**config.mk**
```make
export PLATFORM = sky130hd
export DESIGN_NAME = lzx_74hc112_dual_jk
export DESIGN_NICKNAME = d
export VERILOG_FILES = /design/src/rtl/lzx_74hc112_dual_jk.sv
export SDC_FILE = /design/constraint.sdc
export NUM_CORES = 1
export LEC_CHECK = 0
export CAP_MARGIN = 30
export CORE_AREA = 2 2 39 41
export CTS_BUF_LIST = sky130_fd_sc_hd__clkbuf_16
export DETAILED_ROUTE_END_ITERATION = 8
export DIE_AREA = 0 0 41 43
export PLACE_DENSITY = 0.46
export SYNTH_ARGS = -nofsm -noshare
export SYNTH_HDL_FRONTEND = slang
export SYNTH_SLANG_ARGS = --single-unit
```
**constraint.sdc**
```tcl
create_clock -name clk -period 0.9 [get_ports clk]
set_input_delay 0.135 -clock clk [delete_from_list [all_inputs] [get_ports clk]]
set_output_delay 0.135 -clock clk [all_outputs]
set_load 0.05 [all_outputs]
```
**src/rtl/lzx_74hc112_dual_jk.sv**
```systemverilog
// Dual JK flip-flop in the style of the 74HC112. Each channel's device clock is
// sampled on the system clock, and the JK action fires on a detected falling edge.
module lzx_74hc112_dual_jk (
  input  logic clk,
  input  logic rst,
  input  logic nSd1,
  input  logic nRd1,
  input  logic nClk1,
  input  logic J1,
  input  logic K1,
  output logic Q1,
  output logic nQ1,
  input  logic nSd2,
  input  logic nRd2,
  input  logic nClk2,
  input  logic J2,
  input  logic K2,
  output logic Q2,
  output logic nQ2
);

  logic [1:0] w_nsd, w_nrd, w_nclk, w_j, w_k, w_fall;
  logic [1:0] w_q_d, w_nq_d;
  logic [1:0] r_q, r_nq, r_p;

  assign w_nsd  = {nSd2, nSd1};
  assign w_nrd  = {nRd2, nRd1};
  assign w_nclk = {nClk2, nClk1};
  assign w_j    = {J2, J1};
  assign w_k    = {K2, K1};
  assign w_fall = r_p & ~w_nclk;

  // Set/clear take priority over the JK action; an edge that arrives with them is discarded.
  always_comb begin
    w_q_d  = r_q;
    w_nq_d = ~r_q;
    for (int i = 0; i < 2; i++) begin
      if (!w_nsd[i] && !w_nrd[i]) begin
        w_q_d[i]  = 1'b1;
        w_nq_d[i] = 1'b1;
      end else if (!w_nsd[i]) begin
        w_q_d[i]  = 1'b1;
        w_nq_d[i] = 1'b0;
      end else if (!w_nrd[i]) begin
        w_q_d[i]  = 1'b0;
        w_nq_d[i] = 1'b1;
      end else if (w_fall[i]) begin
        unique case ({w_j[i], w_k[i]})
          2'b01:   w_q_d[i] = 1'b0;
          2'b10:   w_q_d[i] = 1'b1;
          2'b11:   w_q_d[i] = ~r_q[i];
          default: w_q_d[i] = r_q[i];
        endcase
        w_nq_d[i] = ~w_q_d[i];
      end
    end
  end

  always_ff @(posedge clk) begin
    if (rst) begin
      r_q  <= 2'b00;
      r_nq <= 2'b11;
      r_p  <= 2'b00;
    end else begin
      r_q  <= w_q_d;
      r_nq <= w_nq_d;
      r_p  <= w_nclk;
    end
  end

  assign Q1  = r_q[0];
  assign nQ1 = r_nq[0];
  assign Q2  = r_q[1];
  assign nQ2 = r_nq[1];

endmodule

```
* Word-level counts from Yosys, hierarchy flattened
Index checks and enable logic that the tools add are counted.
** Cells by class
- Eq/ne operators :: 8
- Muxes and demuxes :: 24
- Bitwise gates (word level) :: 7
- Reductions and logical operators :: 8
** Operators by type and width (number)
- two-way mux 1 bit :: 22
- equality test 2 bit, second input constant :: 4
- != test 4 x 2 -> 1 bit, second input constant :: 2
- one-hot mux 1 bit (3 select lines) :: 2
- equality test 2 x 1 -> 1 bit, second input constant :: 2
- zero test 1 bit :: 4
- inverter 1 bit :: 4
- inverter 2 bit :: 2
- OR reduction 2 bit :: 2
- bitwise AND 2 bit :: 1
- logical AND 1 bit :: 2
** Word-level totals
- Flip-flop bits (word level) :: 6
- Output and inout port bits :: 4
- Word-level logic and storage cells :: 52

* Longest topological paths before layout
- Depth in word-level cells :: 10
- Depth in mapped cells :: 3
- Mapped depth without buffers :: 3

* Least setup slack after synthesis
Ideal clock, no wire load.
- Path kind :: register to register
- Start :: register r_q[1]
- End :: register r_nq[1]
- Library setup time :: 0.120 ns
- Arrival :: 1.056 ns
- Path slack :: -0.276 ns
- Stages on the path, launching flop included :: 3
- Clock period less this slack :: 1.176 ns
- Cells stage by stage :: dfxtp_1 > o21ai_1 > a211o_1
** On the way
- Word-level cells in the longest chain between the ends :: 10
** RTL lines
- start, declared :: line 24 : logic [1:0] r_q, r_nq, r_p;
- start signal, assigned :: line 65 : r_q <= w_q_d;
- inverter 1 bit :: line 51 : 2'b11: w_q_d[i] = ~r_q[i];
- one-hot mux 1 bit (3 select lines) :: line 48 : unique case ({w_j[i], w_k[i]})
- two-way mux 1 bit :: line 47 : end else if (w_fall[i]) begin
- two-way mux 1 bit :: line 44 : end else if (!w_nrd[i]) begin
- two-way mux 1 bit :: line 41 : end else if (!w_nsd[i]) begin
- two-way mux 1 bit :: line 38 : if (!w_nsd[i] && !w_nrd[i]) begin
- inverter 1 bit :: line 54 : w_nq_d[i] = ~w_q_d[i];
- two-way mux 1 bit * :: line 47
- two-way mux 1 bit * :: line 44
- two-way mux 1 bit * :: line 41
- end signal, assigned :: line 66 : r_nq <= w_nq_d;
- end, declared :: line 24
Every way passes the cells marked *; elsewhere a longest branch is shown, timed or not. The select of a mux whose other input is x is not followed.
A chain may end at the register's enable or synchronous reset.

* Final worst setup path
- Start :: register r_p[1]
- End :: register r_q[1]
** On the way
- Word-level cells in the longest chain between the ends :: 2
** RTL lines
- start, declared :: line 24
- start signal, assigned :: line 67 : r_p <= w_nclk;
- bitwise AND 2 bit :: line 31 : assign w_fall = r_p & ~w_nclk;
- != test 4 x 2 -> 1 bit (no line)
No other way between the ends.

==> out/metrics.sh <==
MAPPEDNETLISTAREA_UM2=248
FINAL_ANTENNA_NET_COUNT=0
COREAREA_UM2=1380
FIRST_GLOBAL_VIAS=316
FF2FF_PATH_DEPTH=4
CP.BUFFERS_INVERTERS=1
DETAILED_PLACE_HPWL_UM=615
VDD.IR_DROP.WORST_mV=1.10
RSZ_0062_RAISED_AFTER_GLOBAL_ROUTING='true'
TIMING.RR.START='r_p[1]'
CLK_TRANSITION_REPORTED_PATHS_NS=0.03
LAYOUT.FILLER_CELLS=127
TIMING.FINAL.CRIT_PERIOD_NS=0.981
REMAINING_ROUTING_DRC_VIOLATIONS=0
PLACEMENT.IO_BUFFERS=15
ROOT_BUFFER='sky130_fd_sc_hd__clkbuf_16'
HOLD_VIOLATIONS=0
SYNTHDISTINCTLIBCELLS=15
CP-START-KIND='flip-flop'
TRITONCTS.NUM_BUFFERS=3
ROWS=14
CPPEAKSTAGEDELAY_NS=0.30
SYNTH_SEQUENTIAL_AREA_RATIO=0.485
POWER_DENSITY_nW_PER_UM2=2000
CP-END-KIND='flip-flop'
CP-STARTPOINT='r_p[1]'
CELL_TYPE_CONTRIBUTING_THE_MOST_TOTAL_CELL_AREA_AFTER_SYNTHESIS='sky130_fd_sc_hd__dfxtp_1'
PERIOD_UTILISATION_LAYOUT=1.09
TOP_FAMILY_BY_DELAY_ON_CRITICAL_PATH='flip-flops'
POST_ROUTE_CELLS_DRIVE_ABOVE_1_SHARE=0.435
VIAS_PER_CELL=4.45
ANTENNA_FOUND_INITIAL=0
FINALCLOCKSKEW_NS=0.000155
TIMING.FINAL.MAX_SLEW_VIOLATIONS=0
VIAS_AFTER_DETAILED_ROUTING=276
CTS_TREE='done'
MAX_FREQ_MHz=1020
MIN_PATH_TYPE='primary input to flip-flop'
FIRST_ITER_VIOLATIONS=0
WIRE_LENGTH_OF_THE_FIRST_GLOBAL_ROUTING_PASS_UM=1240
TIMING.CRITICAL_PATH.DEPTH=4
RELSLEWSLACK=0.809
N_ANTENNA_CELL=0
GLOBAL_ROUTE.OVERFLOW_TOTAL=0
NUMCLOCKSINKS=6
FINALPOWER_mW=1.21
DIE_HEIGHT_UM=43
CLOCK_INSERTION_DELAY_AT_THE_LATER_PIN_OF_THE_SKEW_REPORT_NS=0.22
SETUP_VIOL=5
BOUNDARYPINS=16
CP_CELL_SEQUENCE='and3b_1 -> buf_4 -> o211ai_1 -> a21oi_1'
ENDPOINT_OF_THE_LOWEST_SLACK_REGISTER_TO_REGISTER_PATH='r_q[1]'
SYNTH_FP_NETS=35
POST_ROUTE_UTILIZATION=0.438
CELLLEAKAGEPOWER_nW=0.250
WHS_PATH_DEPTH=2
SYNTH_WARNINGS=0
SYNTHESIS.INSTANCES=23
GRT_MAX_DEGREE=6
FINISH.NET_COUNT=60
CRITICALPATHCATEGORY='flip-flop to flip-flop'
DRT_WL_TOTAL_UM=741
DIE_WIDTH_UM=41
CRITICAL_PATH.MAX_FANOUT=2
PLACE.GP.CONGESTION=0.621
ROUTE.DETAILED.WL_PER_INST_UM=12.0
DETAILEDROUTE.FIRSTPASSITERATIONCOUNT=1
SYNTHESIS.AREA_PER_INSTANCE_UM2=10.8
REQUIRED_NS=1.01
CTS-ROOT-TO-SINK-BUFFERS=2
FAILED_CHECKS='setup timing'
SYNTH_LARGEST_TYPE_AREA_FRACTION=0.485
WORSTPATHARRIVAL_NS=1.09
DIE_AREA_UM2=1760
CPMAXSTAGEDELAYCELL='sky130_fd_sc_hd__dfxtp_1'
OUTCOME='finished with violations'
WORST-R2R-SETUP-SLACK_NS=-0.08
WORST-SLEW-PIN-TRANSITION_NS=0.287
FIN_WS_NS=-0.0807
INITIAL_CORE_UTIL=0.179
AREA_GROWTH_SYN_TO_LAYOUT_PCT=144
HTREEDEPTH=1
NETLIST_TOP_CELLS_AREA='sky130_fd_sc_hd__dfxtp_1 (48%), sky130_fd_sc_hd__a2111oi_2 (6.1%), sky130_fd_sc_hd__a311oi_2 (6.1%)'
SYNTH.FF_LATCH_COUNT=6
GRT_UTIL_ALL_LAYERS=0.112
DRV_CAP=0
CRITICAL_PATH.ENDPOINT='r_q[1]'
[per-stage QoR]
stage	instance area [µm²]	setup TNS, ns	setup slack [ns]	cells	hold slack [ns]
finish	606	-0.232	-0.0807	62	0.297
global route	606	-0.439	-0.134	62	0.322
CTS	606	-0.275	-0.0769	62	0.295
detailed placement	495	-1.51	-0.386	58	0.588
global placement	495	-1.38	-0.342	58	0.583
floorplan	255	-0.144	-0.0790	23	0.194
[cell usage in the layout, fill, tap and decap left out, drive strengths merged]
master,instances
clkdlybuf4s50,7
a2111oi,1
o211ai,1
o21ai,1
and3b,1
dfxtp,6
nor2b,1
and4b,1
buf,9
nand4bb,1
nand2,1
a21oi,1
dlygate4sd2,4
a311oi,1
inv,3
clkbuf,3
nor2,2
nand4b,1
a211o,1
[kinds of logic (layout without fill, tap and decap cells)]
family / Yosys count / in the layout / share of synthesized area
AND/OR/NAND/NOR: 8 / 8 / 0.242
AO/OA/AOI/OAI: 6 / 6 / 0.227
buffers and inverters: 3 / 26 / 0.0455
flip-flops: 6 / 6 / 0.485
[synthesized netlist by cell type]
master	count
sky130_fd_sc_hd__nand2_1	1
sky130_fd_sc_hd__inv_1	3
sky130_fd_sc_hd__nand4b_1	1
sky130_fd_sc_hd__a21oi_1	1
sky130_fd_sc_hd__nand4bb_1	1
sky130_fd_sc_hd__o21ai_1	1
sky130_fd_sc_hd__a311oi_2	1
sky130_fd_sc_hd__and4b_4	1
sky130_fd_sc_hd__a2111oi_2	1
sky130_fd_sc_hd__o211ai_1	1
sky130_fd_sc_hd__a211o_1	1
sky130_fd_sc_hd__and3b_1	1
sky130_fd_sc_hd__nor2b_1	1
sky130_fd_sc_hd__nor2_1	2
sky130_fd_sc_hd__dfxtp_1	6
[cell type report]
type                    instances  area, µm²  share of cell area
well taps                      16       20.0              0.0331
multi-input cells              14        140               0.231
repair buffers                 20        230               0.380
inverters                       3       11.3              0.0186
clock buffers                   3       75.1               0.124
flip-flops and latches          6        129               0.213
[report_power, final]
part	internal, mW	leakage (nW)	switching, mW
clock network	0.569	0.0370	0.135
registers	0.284	0.0513	0.0153
logic	0.121	0.162	0.0884
total	0.973	0.250	0.238
[metal layers]
metal / share of wire / GRT usage
met4: 0.013 / 0.100
met2: 0.50 / 0.175
met5: 0 / 0
met3: 0.13 / 0.0524
met1: 0.36 / 0.0968
[flip-flops by register name (all words and copies together), names as in the netlist]
register  count
r_nq          2
r_q           2
r_p           2
[how the worst min path moves through the flow]
| stage | end | start | slack, ns |
|---|---|---|---|
| 4_1_cts | r_p[1] | nClk2 | 0.30 |
| 3_5_place_dp | nQ1 | r_nq[0] | 0.59 |
| 3_3_place_gp | nQ1 | r_nq[0] | 0.58 |
| 2_1_floorplan | r_q[1] | rst | 0.19 |
| 6_report | r_p[1] | nClk2 | 0.30 |
| 5_1_grt | r_p[1] | nClk2 | 0.32 |
[worst register-to-register path, stage by stage (launching register included)]
cell	delay, ns
sky130_fd_sc_hd__dfxtp_1	0.30
sky130_fd_sc_hd__and3b_1	0.19
sky130_fd_sc_hd__buf_4	0.13
sky130_fd_sc_hd__o211ai_1	0.16
sky130_fd_sc_hd__a21oi_1	0.09
[timing repair]
action	4_1_cts	5_1_grt
setup buffers	1	0
hold buffers	0	0
pin swaps	6	2
setup endpoints to repair	6	6
resized for setup	11	0
(Power assumes the default switching activity.)
